**config.mk**
```make
export PLATFORM = sky130hd
export DESIGN_NAME = jk_counter_sequencer
export DESIGN_NICKNAME = d
export VERILOG_FILES = /design/src/rtl/jk_counter_sequencer.sv
export SDC_FILE = /design/constraint.sdc
export NUM_CORES = 1
export LEC_CHECK = 0
export CAP_MARGIN = 5
export CORE_MARGIN = 10
export CORE_UTILIZATION = 44
export CTS_CLUSTER_SIZE = 12
export DETAILED_ROUTE_END_ITERATION = 8
export PLACE_DENSITY = 0.8
export SLEW_MARGIN = 10
export SYNTH_ARGS = -nofsm -noshare
export SYNTH_HDL_FRONTEND = slang
export SYNTH_SLANG_ARGS = --single-unit
export TNS_END_PERCENT = 50
```
**constraint.sdc**
```tcl
create_clock -name CLK -period 2.5 [get_ports CLK]
set_clock_uncertainty 0.2 [all_clocks]
set_input_delay 0.5 -clock CLK [delete_from_list [all_inputs] [get_ports CLK]]
set_output_delay 0.5 -clock CLK [all_outputs]
set_load 0.1 [all_outputs]
```
**src/rtl/jk_counter_sequencer.sv**
```systemverilog
// Command-driven J/K sequencer for an external bank of JK flip-flops sharing CLK.
// Drives hold/up/down/load steps and flags divergence between Q feedback and the tracked value.
module jk_counter_sequencer #(
    parameter int WIDTH = 3,
    parameter int LEN_W = 8
) (
    input  logic             CLK,
    input  logic             RESET,
    input  logic             cmd_valid,
    output logic             cmd_ready,
    input  logic [1:0]       cmd_op,
    input  logic [WIDTH-1:0] cmd_data,
    input  logic [LEN_W-1:0] cmd_len,
    input  logic [WIDTH-1:0] q_fb,
    output logic [WIDTH-1:0] J,
    output logic [WIDTH-1:0] K,
    output logic             busy,
    output logic             done,
    output logic             wrap,
    output logic             err
);

    localparam logic [1:0] S_IDLE = 2'd0;
    localparam logic [1:0] S_RUN  = 2'd1;
    localparam logic [1:0] S_LOAD = 2'd2;
    localparam logic [1:0] S_DONE = 2'd3;

    localparam logic [1:0] OP_HOLD = 2'd0;
    localparam logic [1:0] OP_UP   = 2'd1;
    localparam logic [1:0] OP_DOWN = 2'd2;
    localparam logic [1:0] OP_LOAD = 2'd3;

    logic [1:0]       state;
    logic [1:0]       op;
    logic [WIDTH-1:0] data;
    logic [LEN_W-1:0] cnt;
    logic [WIDTH-1:0] expected;
    logic             chk_en;
    logic [WIDTH-1:0] t_up;
    logic [WIDTH-1:0] t_dn;

    // Ripple-style toggle masks: bit i toggles when all lower bits are 1 (up) or 0 (down).
    always_comb begin
        logic acc_up;
        logic acc_dn;
        acc_up = 1'b1;
        acc_dn = 1'b1;
        t_up   = '0;
        t_dn   = '0;
        for (int unsigned i = 0; i < WIDTH; i++) begin
            t_up[i] = acc_up;
            t_dn[i] = acc_dn;
            acc_up  = acc_up & q_fb[i];
            acc_dn  = acc_dn & ~q_fb[i];
        end
    end

    always_comb begin
        J = '0;
        K = '0;
        if (state == S_RUN) begin
            if (op == OP_UP) begin
                J = t_up;
                K = t_up;
            end else if (op == OP_DOWN) begin
                J = t_dn;
                K = t_dn;
            end
        end else if (state == S_LOAD) begin
            J = data;
            K = ~data;
        end
    end

    assign cmd_ready = (state == S_IDLE);
    assign busy      = (state == S_RUN) || (state == S_LOAD);
    assign done      = (state == S_DONE);

    always_ff @(posedge CLK or posedge RESET) begin
        if (RESET) begin
            state    <= S_IDLE;
            op       <= OP_HOLD;
            data     <= '0;
            cnt      <= '0;
            expected <= '0;
            chk_en   <= 1'b0;
            wrap     <= 1'b0;
            err      <= 1'b0;
        end else begin
            wrap <= 1'b0;
            // The LOAD cycle is skipped: the bank still shows its pre-load value there.
            if (chk_en && (state != S_LOAD) && (q_fb != expected))
                err <= 1'b1;
            case (state)
                S_IDLE: begin
                    if (cmd_valid) begin
                        op    <= cmd_op;
                        data  <= cmd_data;
                        cnt   <= (cmd_len == '0) ? LEN_W'(1) : cmd_len;
                        state <= (cmd_op == OP_LOAD) ? S_LOAD : S_RUN;
                    end
                end
                S_RUN: begin
                    if (op == OP_UP) begin
                        expected <= expected + WIDTH'(1);
                        wrap     <= (expected == '1);
                    end else if (op == OP_DOWN) begin
                        expected <= expected - WIDTH'(1);
                        wrap     <= (expected == '0);
                    end
                    cnt <= cnt - LEN_W'(1);
                    if (cnt <= LEN_W'(1))
                        state <= S_DONE;
                end
                S_LOAD: begin
                    expected <= data;
                    chk_en   <= 1'b1;
                    state    <= S_DONE;
                end
                default: state <= S_IDLE;
            endcase
        end
    end

endmodule

```
# After elaboration in Yosys (flattened, before gate mapping)
# Index checks and enable logic that the tools add are counted.
# classes
muxes	19
n_reduce_logical	12
n_bitwise	5
n_addsub	3
eq_ne	12
n_lt_le_gt_ge	1
# op_table
operator	count
2-to-1 mux 3 bit	8
2-to-1 mux 8 bit	2
case mux 8 bit (2 select lines)	1
== test 2 bit, second input constant	4
<= comparator 8 x 1 -> 1 bit, second input constant	1
logical NOT 8 bit	1
AND reduction 2 bit	4
subtractor 8 x 1 -> 8 bit, second input constant	1
2-to-1 mux 2 bit	3
case mux 2 bit (3 select lines)	1
case mux 3 bit (2 select lines)	1
== test 2 x 1 -> 1 bit, second input constant	2
!= test 2 bit, second input constant	2
nonzero test 2 bit	2
adder 3 x 1 -> 3 bit, second input constant	1
== test 3 bit, second input constant	1
logical NOT 3 bit	1
2-to-1 mux 1 bit	3
!= test 3 x 1 -> 1 bit, second input constant	1
!= test 3 bit	1
inverter 3 bit	1
subtractor 3 x 1 -> 3 bit, second input constant	1
AND 1 bit	2
logical AND 1 bit	2
other kinds (4)	5
# totals
in_bits	19
regBits	21
output_inout_bits	11
elab_cells	60

# Logic depth before layout (Yosys ltp)
# logic_depth
depth_word	5
depth_mapped	9
depth_no_buf	8

# Worst setup path after synthesis
# Ideal clock, no wire load.
# synth_timing
path_kind	reg-to-output
startpoint	register state[0]
endpoint	output K[0]
t_arrival_ps	3083
path_buffers	1
path_slack_ps	-1283
required_time_ps	1800
stages_incl_launch_ff	6
path_cell_list	dfrtp_1 -> inv_1 -> ha_1 -> clkbuf_1 -> nand2_1 -> o21ai_0
# synth_via
elab_chain_len	3
word_cells_on_any_way	4
cone_classes	2 x eq/ne; 2 x mux
# synth_rtl
element	line_no	source
from (decl)	33	logic [1:0] state;
from (signal assigned)	100	state <= (cmd_op == OP_LOAD) ? S_LOAD : S_RUN;
== test 2 bit	69	end else if (state == S_LOAD) begin
2-to-1 mux 3 bit	69	
2-to-1 mux 3 bit *	61	if (state == S_RUN) begin
to (decl)	16	output logic [WIDTH-1:0] K,
# Mark *: on every way between the ends. The rest lies on a longest branch, timed or not.

# Worst setup path after layout
# layout_timing
startpoint	input q_fb[0]
endpoint	output K[2]
# layout_via
elab_chain_len	5
word_cells_on_any_way	6
cone_classes	3 x mux; 3 x bitwise
# layout_rtl
element	line_no	source
from (decl)	14	input logic [WIDTH-1:0] q_fb,
inverter 1 bit	54	acc_dn = acc_dn & ~q_fb[i];
AND 1 bit	54	
2-to-1 mux 3 bit	65	end else if (op == OP_DOWN) begin
2-to-1 mux 3 bit *	62	if (op == OP_UP) begin
2-to-1 mux 3 bit *	61	
# Marked as above.

==> out/metrics.cfg <==
[synth]
avgSynthCellArea_um2=9.13
synth-seq-cells=21
syn_inst=153
synth_top_area_share_pct=37.6
yosys_most_used_dff=dfrtp_1
ys_types=41
synth_warnings=0
synthTopCellsByArea=dfrtp_1, ha_1, nand2_1, mux2_2, nor2_1
synth_edf_count=0
synth_top_cell_by_area=dfrtp_1
synth_area_um2=1400
synth-seq-area-share_pct=37.6
syn_nets=181
synthArstFlopShare_pct=100

[cts]
numCtsBuffers=3
cts_sinks=21
ctsHtreeMaxLevel=1
clk_latency_ns=0.31
clk_pin_slew_worst_paths_ns=0.12
tritoncts=done
cts_root_buffer=clkbuf_4
cts_buffer_depth=2

[sta]
finalSetupViolations=0
min_period_over_period_pct=98.7
fin_ws_ns=0.0335
rsz0062_at_grt=true
timing.slew.headroom_pct=72.0
slew_violations=0
max_freq_mhz=405
worst_pin_slew_ns=0.419
min_period_ns=2.47
final_hold_viol_count=0

[cells_and_area]
fill_cells=241
area_growth_pct=38.9
antennaDiodeCount=0
multi_input_area_um2=872
drive_above_1_share_pct=25.3
final_net_count=215
regArea_um2=526
fin_cells=230

[worst_hold_path]
min_path_type=reg2reg

[floorplanning]
core-area_um2=3050
rows=20
die_h_um=76.4
dieArea_um2=5830
io-pin-count=30
start_util_pct=45.8
dieWidth_um=76.4

[critical_path]
arrival_ns=1.77
crit_type=in2out
cp-start-kind=input pin
crit_required_ns=1.80
end_kind=output pin
critPathMaxFanout=5

[run]
cap_violations=0

[drt]
wirelength_um=3540
viasPerCell=5.41
drtAntennaViolNets=0
first_pass_iters=4
via_count=1245
drc=0
drt_iter0_drc=74
routedWlPerCell_um=15.4

[place]
io_buffers=29
post-dp-hpwl_um=2660
place_congestion=0.814
dp_cells=222
place_ws_ns=0.129

[global_routing]
grt_max_degree=22
grt_pass1_wl_um=5800
grt_pass1_vias=1259
antenna_found_initial=0
grtUsageTotal_pct=11.6
overflow=0

[outcome]
status=complete, no violations

## through the flow
step                      util, %  hold slack, ns  cell area (um2)  TNS [ns]
final                        63.6           0.287             1940         0
after global routing         63.6           0.320             1940    -0.107
after CTS                    61.4           0.296             1870  -0.00742
after detailed placement     59.1           0.266             1810         0
after global placement       59.1           0.254             1810         0
after floorplan                 -           0.237             1410    -0.153
## layer usage
layer	routed length, um	vias up	GRT usage [%]	share of wire [%]
li1	-	605	-	-
met5	0	-	0	0
met4	74	0	3.90	2.1
met1	1540	604	14.0	44
met3	105	7	1.89	3.0
met2	1820	29	20.4	51
## critical path, cell delays in order
cell	delay, ns
clkdlybuf4s50_1	0.61
nand3_1	0.16
o31ai_4	0.09
nand2_2	0.10
o21ai_2	0.10
buf_12	0.19
## final timing paths
path                            slack (ns)     start  cells after the start          end
worst max-delay path                  0.03   q_fb[0]                      6         K[2]
worst min-delay path                  0.29       err                      1          err
worst max register to register        0.33  state[1]                      7  expected[0]
worst min register to register        0.29       err                      1          err
max in group asynchronous             1.58     RESET                      3       cnt[6]
min in group asynchronous             0.30     RESET                      3       chk_en
## layout by cell type (no fill, tap or decap), drive strengths merged, types with 6 or more instances in the layout
master         instances
a21oi                  9
buf                   17
clkdlybuf4s50         18
dfrtp                 21
ha                     8
inv                   11
mux2                   7
nand2                 19
nor2                  15
o21ai                 13
o22a                   6
## cell families (layout without fill, tap and decap cells)
family                     count (synthesis)  in the layout  share of synthesized area, %
adders and majority gates                  9              9                          8.59
DFF                                       21             21                          37.6
muxes                                      8              8                          6.36
AOI/OAI and AO/OA                         41             41                          20.1
buffers and inverters                     17             50                          5.55
xor gates and xnor gates                   4              4                          2.51
and+or+nand+nor                           53             53                          19.2
## synthesized netlist by cell type, types with 2 or more instances
master / n
nand3_1: 5
o21ai_0: 5
a31oi_1: 2
mux2_2: 5
o21ai_2: 2
o31ai_1: 2
nand2b_1: 3
mux2_1: 2
nor3_1: 2
nor2_1: 15
o22ai_1: 2
xnor2_1: 4
buf_2: 2
ha_1: 8
a41oi_1: 2
clkbuf_1: 2
o21ai_1: 6
nand2_1: 18
nor4_2: 2
o22a_1: 6
inv_1: 10
dfrtp_1: 21
a21oi_1: 9
## state kept, by name, indices dropped and copies added, names as in the netlist
register / count
err: 1
op: 2
wrap: 1
expected: 3
chk_en: 1
data: 3
state: 2
cnt: 8
## repair_timing
item,CTS,global route
resized for setup,5,7
hold buffers,0,0
pin swaps,0,3
endpoints found under the setup margin,6,6
buffers inserted,2,2
## area by class of cell
cell class	instances	area share (%)
inverters	11	2.13
flip-flops and latches	21	27.1
repair buffers	35	21.7
well taps	44	2.84
clock buffers	4	1.35
multi-input cells	115	44.9
Power is not shown: default switching activity piles up to over one toggle a cycle in this logic, so the estimate is an artifact.
